### config.mk
export PLATFORM = sky130hd
export DESIGN_NAME = pipelined_adder
export DESIGN_NICKNAME = d
export VERILOG_FILES = /design/src/rtl/pipelined_adder_pkg.sv /design/src/rtl/full_adder.sv /design/src/rtl/pipelined_adder_adder_chunk.sv /design/src/rtl/pipelined_adder.sv
export SDC_FILE = /design/constraint.sdc
export NUM_CORES = 1
export LEC_CHECK = 0
export CORE_MARGIN = 1.5
export CORE_UTILIZATION = 35
export CTS_CLUSTER_DIAMETER = 30
export CTS_CLUSTER_SIZE = 28
export DETAILED_ROUTE_END_ITERATION = 6
export PLACE_DENSITY = 0.66
export RECOVER_POWER = 100
export SLEW_MARGIN = 30
export SYNTH_ARGS = -nofsm -noshare
export SYNTH_HDL_FRONTEND = slang
export SYNTH_SLANG_ARGS = --single-unit
export TNS_END_PERCENT = 20
### constraint.sdc
create_clock -name clk -period 11.8 [get_ports clk]
set_clock_uncertainty 0.1 [all_clocks]
set_input_delay 2.36 -clock clk [delete_from_list [all_inputs] [get_ports clk]]
set_output_delay 2.36 -clock clk [all_outputs]
set_load 0.1 [all_outputs]
### src/rtl/pipelined_adder_pkg.sv
// Shared constants and elaboration helpers for the chunked pipelined adder.
// Every file that instantiates or sizes the adder imports this package.
package pipelined_adder_pkg;

  localparam int unsigned DefaultWidth = 32;
  localparam int unsigned DefaultChunk = 8;

  // True when the operand width splits into a whole number (>= 1) of slices.
  function automatic bit chunk_aligned(input int unsigned width, input int unsigned chunk);
    return (chunk != 0) && (width >= chunk) && ((width % chunk) == 0);
  endfunction

  // Clamped to 1 so a bad parameter set still elaborates far enough to hit the width check.
  function automatic int unsigned calc_stages(input int unsigned width,
                                              input int unsigned chunk);
    int unsigned stages;
    stages = (chunk == 0) ? 1 : width / chunk;
    return (stages == 0) ? 1 : stages;
  endfunction

endpackage

### src/rtl/full_adder.sv
// Single-bit full adder cell; the building block of every ripple slice.
module full_adder (
  input  logic a,
  input  logic b,
  input  logic cin,
  output logic sum,
  output logic cout
);

  assign sum  = a ^ b ^ cin;
  assign cout = (a & b) | (cin & (a ^ b));

endmodule

### src/rtl/pipelined_adder_adder_chunk.sv
// Purely combinational WIDTH-bit ripple adder built from full_adder cells.
// One instance sums one slice per pipeline stage.
module adder_chunk
  import pipelined_adder_pkg::*;
#(
  parameter int unsigned WIDTH = DefaultChunk
) (
  input  logic [WIDTH-1:0] a,
  input  logic [WIDTH-1:0] b,
  input  logic             cin,
  output logic [WIDTH-1:0] sum,
  output logic             cout
);

  // Each bit owns its carry net so the chain is not one self-dependent vector.
  for (genvar i = 0; i < WIDTH; i++) begin : g_bit
    logic ci;
    logic co;

    if (i == 0) begin : g_lsb
      assign ci = cin;
    end else begin : g_link
      assign ci = g_bit[i-1].co;
    end

    full_adder u_fa (
      .a    (a[i]),
      .b    (b[i]),
      .cin  (ci),
      .sum  (sum[i]),
      .cout (co)
    );
  end

  assign cout = g_bit[WIDTH-1].co;

endmodule

### src/rtl/pipelined_adder.sv
// Pipelined two's-complement adder/subtractor: one CHUNK-bit slice per stage, carry registered
// between stages, valid/ready stream with a single global stall.
module pipelined_adder
  import pipelined_adder_pkg::*;
#(
  parameter int unsigned WIDTH = DefaultWidth,
  parameter int unsigned CHUNK = DefaultChunk
) (
  input  logic             clk,
  input  logic             rst,
  input  logic             in_valid,
  output logic             in_ready,
  input  logic [WIDTH-1:0] in_a,
  input  logic [WIDTH-1:0] in_b,
  input  logic             in_sub,
  output logic             out_valid,
  input  logic             out_ready,
  output logic [WIDTH-1:0] out_sum,
  output logic             out_carry,
  output logic             out_ovf
);

  localparam int unsigned STAGES = calc_stages(WIDTH, CHUNK);
  localparam int unsigned Last   = STAGES - 1;

  if (!chunk_aligned(WIDTH, CHUNK)) begin : g_width_check
    $error("pipelined_adder: WIDTH must be a non-zero multiple of CHUNK");
  end

  logic                         advance;
  logic [STAGES-1:0]            valid_q;
  logic [STAGES-1:0]            valid_in;
  logic [STAGES-1:0]            carry_in;
  logic [STAGES-1:0]            carry_out;
  logic [STAGES-1:0]            carry_q;
  logic [STAGES-1:0][WIDTH-1:0] op_a;
  logic [STAGES-1:0][WIDTH-1:0] op_b;
  logic [STAGES-1:0][WIDTH-1:0] a_q;
  logic [STAGES-1:0][WIDTH-1:0] b_q;
  logic [STAGES-1:0][WIDTH-1:0] sum_in;
  logic [STAGES-1:0][WIDTH-1:0] sum_d;
  logic [STAGES-1:0][WIDTH-1:0] sum_q;
  logic [STAGES-1:0][CHUNK-1:0] slice_sum;
  logic                         ovf_d;
  logic                         ovf_q;

  // Global stall: the whole pipe moves only when the output slot is free or draining.
  assign advance  = ~valid_q[Last] | out_ready;
  assign in_ready = advance;

  // Stage inputs. B is inverted once at entry, so the skew registers carry b_eff.
  always_comb begin
    valid_in    = '0;
    carry_in    = '0;
    op_a        = '0;
    op_b        = '0;
    sum_in      = '0;
    valid_in[0] = in_valid;
    carry_in[0] = in_sub;
    op_a[0]     = in_a;
    op_b[0]     = in_sub ? ~in_b : in_b;
    for (int unsigned k = 1; k < STAGES; k++) begin
      valid_in[k] = valid_q[k-1];
      carry_in[k] = carry_q[k-1];
      op_a[k]     = a_q[k-1];
      op_b[k]     = b_q[k-1];
      sum_in[k]   = sum_q[k-1];
    end
  end

  for (genvar k = 0; k < STAGES; k++) begin : g_stage
    adder_chunk #(
      .WIDTH (CHUNK)
    ) u_chunk (
      .a    (op_a[k][k*CHUNK +: CHUNK]),
      .b    (op_b[k][k*CHUNK +: CHUNK]),
      .cin  (carry_in[k]),
      .sum  (slice_sum[k]),
      .cout (carry_out[k])
    );
  end

  // Deskew: lower slices ride along, the freshly computed slice is dropped into place.
  always_comb begin
    sum_d = sum_in;
    for (int unsigned k = 0; k < STAGES; k++) begin
      sum_d[k][k*CHUNK +: CHUNK] = slice_sum[k];
    end
  end

  // Signed overflow: operands agree in sign but the result does not.
  assign ovf_d = (op_a[Last][WIDTH-1] == op_b[Last][WIDTH-1]) &&
                 (slice_sum[Last][CHUNK-1] != op_a[Last][WIDTH-1]);

  // Data registers load only behind a valid beat, so outputs hold across bubbles.
  always_ff @(posedge clk or posedge rst) begin
    if (rst) begin
      valid_q <= '0;
      carry_q <= '0;
      a_q     <= '0;
      b_q     <= '0;
      sum_q   <= '0;
      ovf_q   <= 1'b0;
    end else if (advance) begin
      valid_q <= valid_in;
      for (int unsigned k = 0; k < STAGES; k++) begin
        if (valid_in[k]) begin
          carry_q[k] <= carry_out[k];
          a_q[k]     <= op_a[k];
          b_q[k]     <= op_b[k];
          sum_q[k]   <= sum_d[k];
        end
      end
      if (valid_in[Last]) begin
        ovf_q <= ovf_d;
      end
    end
  end

  assign out_valid = valid_q[Last];
  assign out_sum   = sum_q[Last];
  assign out_carry = carry_q[Last];
  assign out_ovf   = ovf_q;

  // Already-consumed low operand slices and the final skew stage are never read.
  logic unused_skew;
  assign unused_skew = ^{op_a, op_b, a_q[Last], b_q[Last]};

endmodule

After elaboration in Yosys (flattened, before gate mapping):

Cells that the tools add are included.

* latch bits: 0
* register bits: 281
* memories: 0
* output and inout bits: 36
* ROM bits: 0
* bits in writable memories: 0

* reductions and logical operators: 5
* multiply operators: 0
* multiplexer cells: 1
* order comparisons: 0
* shifts and indexed selects: 0
* bitwise logic cells: 163
* $add $sub $neg: 0
* eq/ne operators: 2
* divide/modulo/power cells: 0

Operators with widths (number)
* $and A1 B1 Y1: 64
* $xor A1 B1 Y1: 64
* $or A1 B1 Y1: 33
* $mux W32: 1
* $not A32 Y32: 1
* $reduce_and A2 Y1: 4
* $eq A1 B1 Y1: 1
* $logic_and A1 B1 Y1: 1
* $ne A1 B1 Y1: 1
* $not A1 Y1: 1

Depth between registers and ports, before layout:

* word-level depth: 19
* mapped depth: 14
* depth with buffers taken out: 14

Modules after synthesis:

From an unflattened synthesis, not the netlist that was laid out.

* cells, all modules: 498
* area, all modules: 7836.3 um^2

Modules (own cells, without submodules)
* pipelined_adder: area an instance 7195.7 um^2, times used 1, cells an instance 466, sequential area each 4629.4 um^2
* full_adder: area an instance 20.0 um^2, times used 32, cells an instance 1, sequential area each 0.0 um^2

Least setup slack after synthesis:

Ideal clock, no wire load.

* path type: input -> register
* start point: input port in_sub
* end point: register sum_q (netlist bit sum_d[39])
* data arrival time: 5885 ps
* required time: 11575 ps
* setup slack: 5690 ps
* stages on the path: 12
* cell sequence: buf_2 -> buf_2 -> xnor2_1 -> fa_1 -> fa_1 -> fa_1 -> fa_1 -> fa_1 -> fa_1 -> inv_1 -> fa_1 -> mux2_4

* word-level cells in the longest chain between the ends: 17
* elaborated cells between the ends (all ways): 31
* those cells by class: mux (1); bitwise (30)

RTL lines
* from (decl): line pipelined_adder.sv:15 `input logic in_sub,`
* $mux W32: line pipelined_adder.sv:61 `op_b[0] = in_sub ? ~in_b : in_b;`
* $xor A1 B1 Y1: line full_adder.sv:11 `assign cout = (a & b) | (cin & (a ^ b));`
* $and A1 B1 Y1: line full_adder.sv:11
* $or A1 B1 Y1: line full_adder.sv:11
* $and A1 B1 Y1: line full_adder.sv:11
* $or A1 B1 Y1: line full_adder.sv:11
* $and A1 B1 Y1: line full_adder.sv:11
* $or A1 B1 Y1: line full_adder.sv:11
* (+2 left out)
* $and A1 B1 Y1: line full_adder.sv:11
* $or A1 B1 Y1: line full_adder.sv:11
* $and A1 B1 Y1: line full_adder.sv:11
* $or A1 B1 Y1: line full_adder.sv:11
* $and A1 B1 Y1: line full_adder.sv:11
* $or A1 B1 Y1: line full_adder.sv:11
* $xor A1 B1 Y1 (*): line full_adder.sv:10 `assign sum = a ^ b ^ cin;`
* named net g_stage[0].u_chunk.g_bit[7].u_fa.sum: line full_adder.sv:6 `output logic sum,`
* to (signal, indexed assignment): line pipelined_adder.sv:111 `sum_q[k] <= sum_d[k];`
* to (decl): line pipelined_adder.sv:42 `logic [STAGES-1:0][WIDTH-1:0] sum_q;`

Mark *: on every way through the listed nets, which the timed path passes. The rest lies on a longest branch.
A chain may end at the register's enable or synchronous reset.

Worst setup path after layout:

* start point: input port out_ready
* end point: output port in_ready

* word-level cells in the longest chain between the ends: 1

RTL lines
* from (decl): line pipelined_adder.sv:17 `input logic out_ready,`
* $or A1 B1 Y1: line pipelined_adder.sv:48 `assign advance = ~valid_q[Last] | out_ready;`
* to (decl): line pipelined_adder.sv:12 `output logic in_ready,`

Every way passes these cells.

==> results.json <==
{
  "end_kind": "primary output",
  "pwr_density_cell_nw_per_um2": 307,
  "clkTransAtPathRegs_ns": 0.06,
  "slowest_delay_ns": 1.41,
  "critical-path-top-delay-family": "buffers and inverters",
  "failed_checks": "max-capacitance violations, max-slew violations",
  "wire_per_inst_um": 16.6,
  "cap_violations": 7,
  "grt_max_degree": 103,
  "start_kind": "input pin",
  "hold_viol": 0,
  "root_buffer": "clkbuf_16",
  "cts_buffer_depth": 2,
  "drc_errors": 0,
  "drt_pre_antenna_iters": 4,
  "r2r_cells": 4,
  "synth_seq_cells": 185,
  "hold_depth": 1,
  "cts_sinks": 185,
  "min-delay-path-class": "flip-flop to flip-flop",
  "dieHeight_um": 155,
  "avgSynthCellArea_um2": 14.7,
  "cp_num_buf_inv": 2,
  "worst_slack_ns": 3.69,
  "ys_warn_count": 0,
  "drive_gt1_frac": 0.225,
  "cts_tree": "yes",
  "start_util": 0.356,
  "cpMaxStageDelayCell": "nand2b_1",
  "hold_buffers": 0,
  "antenna_found_initial": 0,
  "die-area_um2": 23900,
  "cpMostUsedCell": "dlygate4sd3_1",
  "track_usage": 0.141,
  "syn_nets": 648,
  "crit_path_cell_trace": "dlygate4sd3_1 -> nand2b_1 -> dlygate4sd3_1",
  "nets": 745,
  "setup_violations": 0,
  "power_mw": 2.99,
  "synthCells": 547,
  "tns_ns": 0,
  "post-place-ws_ns": 4.75,
  "routed_wl_um": 15700,
  "final_cell_count_no_fill": 942,
  "ff2ff_setup_slack_ns": 6.84,
  "grt-ovfl-total": 0,
  "status": "finished with violations",
  "slew_headroom": -1.95,
  "ios": 105,
  "cts_htree_levels": 4,
  "crit_type": "input pin to primary output",
  "ys_seq_area_frac": 0.575,
  "cts_resized": 0,
  "leakage_nw": 4.11,
  "rsz0062_at_grt": "false",
  "dp.cells": 910,
  "arrival_ns": 5.65,
  "fmax_ghz": 0.123,
  "final_max_slew_viol_count": 321,
  "via_count": 4446,
  "tightest_slew_ns": 4.41,
  "syn_to_final_growth_pct": 21.3,
  "cts_setup_buffers": 0,
  "critical_path_cell_count": 3,
  "portBuffers": 104,
  "post-route-period-util": 0.687,
  "die_w_um": 155,
  "fin_crit_ns": 8.11,
  "via_per_inst": 4.72,
  "worst_ir_drop_vdd_v": 0.000167,
  "fin_hold_ws_ns": 0.390,
  "cts_made_buffers": 17,
  "drtIter0Drc": 145,
  "row_count": 55,
  "coreArea_um2": 22600,
  "grt_pass1_vias": 4952,
  "dp_hpwl_um": 10300,
  "netlist_area_um2": 8050,
  "critPathMaxFanout": 48,
  "place.gp.congestion": 0.755,
  "antennaDiodeCount": 0,
  "grt_pass1_wl_um": 26000,
  "critPathRequiredTime_ns": 9.34,
  "synth_cell_type_count": 24,
  "antenna_left": 0,
  "clk_latency_ns": 0.43
}
## per-layer routing
| layer | up-vias | GRT usage | routed length (um) |
|---|---|---|---|
| li1 | 2034 | - | - |
| met2 | 65 | 0.249 | 8250 |
| met3 | 14 | 0.0291 | 462 |
| met5 | - | 0 | 0 |
| met1 | 2333 | 0.171 | 6710 |
| met4 | 0 | 0.0481 | 238 |
## layout by cell type, fill, tap and decap left out, types with 2 or more instances in the layout
cell type        netlist  final
mux2_2               114    113
clkinv_4               0      3
dfrtp_1              185    185
mux2i_1               11     11
a21oi_1               51     51
inv_8                  0      2
mux2_1                 4     25
inv_1                 41     40
xor2_1                 4      4
xnor2_1               29     29
clkdlybuf4s50_1        0     65
inv_6                  0      4
nand2_1                3      5
clkbuf_1               4      3
clkinvlp_4             0      2
clkbuf_8               0      2
nand3_1                5      5
a31oi_1                5      5
clkbuf_16              0     17
dlygate4sd3_1          0     38
fa_1                  31     31
o21ai_0                8      8
## worst reg2reg max path, stage by stage (launching register included)
cell	delay [ns]
dfrtp_1	0.38
nand2b_1	1.33
and2_0	1.27
clkbuf_1	1.34
mux2_1	0.42
## where the power goes
group          total (mW)  internal (mW)  switching [mW]
Sequential           1.09          0.929           0.162
Combinational        1.34          0.512           0.826
Clock               0.566          0.308           0.258
## sequential cells by signal, summed over array words and instances, names as in the netlist
name and count:
out_ovf 1, a_q 48, out_sum 32, b_q 48
valid_q 4, carry_q 4, sum_d 48
## synth_stat cells
| cell type | count | share of area |
|---|---|---|
| dfrtp_1 | 185 | 0.58 |
| mux2_2 | 114 | 0.16 |
| a21oi_1 | 51 | 0.032 |
| inv_1 | 41 | 0.019 |
| fa_1 | 31 | 0.077 |
| xnor2_1 | 29 | 0.032 |
| mux2_4 | 20 | 0.037 |
| buf_2 | 11 | 0.0068 |
| mux2i_1 | 11 | 0.014 |
| buf_4 | 8 | 0.0075 |
| o21ai_0 | 8 | 0.0050 |
| buf_6 | 6 | 0.0084 |
| a31oi_1 | 5 | 0.0039 |
| nand3_1 | 5 | 0.0031 |
| clkbuf_1 | 4 | 0.0019 |
| mux2_1 | 4 | 0.0056 |
| xor2_1 | 4 | 0.0044 |
| nand2_1 | 3 | 0.0014 |
| nand2_2 | 2 | 0.0016 |
| and2_1 | 1 | 0.00078 |
| buf_1 | 1 | 0.00047 |
| ha_1 | 1 | 0.0016 |
| nand2b_4 | 1 | 0.0017 |
| nor2_1 | 1 | 0.00047 |
## per-stage QoR
stage / utilization / area [um^2]
floorplan: - / 8050
global placement: 0.411 / 9280
detailed placement: 0.411 / 9280
CTS: 0.437 / 9870
global route: 0.432 / 9760
finish: 0.432 / 9760
## final cells by class
| cell class | count | area [um^2] |
|---|---|---|
| Clock buffer | 19 | 453 |
| Timing Repair Buffer | 108 | 1060 |
| Sequential cell | 185 | 4630 |
| Fill cell | 2066 | 12800 |
| Multi-Input combinational cell | 291 | 2970 |
| Clock inverter | 13 | 134 |
| Tap cell | 285 | 357 |
| Inverter | 41 | 155 |
## cell families (layout without fill, tap and decap cells)
kind of cell             count (synthesis)  in the layout  synth area share
AO/OA/AOI/OAI                           64             64            0.0406
buffers and inverters                   71            181            0.0442
adder cells (fa/ha/maj)                 32             32            0.0787
AND/OR/NAND/NOR                         13             13           0.00902
XOR/XNOR                                33             33            0.0359
multiplexers                           149            149             0.216
flip-flops                             185            185             0.575
## worst paths after layout
path,from,to
worst max register to register,valid_q[3]$_DFFE_PP0N_,a_q[27]$_DFFE_PP0P_
worst max-delay path,out_ready,in_ready
worst min register to register,a_q[20]$_DFFE_PP0P_,a_q[20]$_DFFE_PP0P_
max in group asynchronous,rst,out_sum[13]$_DFFE_PP0P_
min in group asynchronous,rst,a_q[28]$_DFFE_PP0P_
worst min-delay path,a_q[20]$_DFFE_PP0P_,a_q[20]$_DFFE_PP0P_
(Power assumes the default switching activity.)
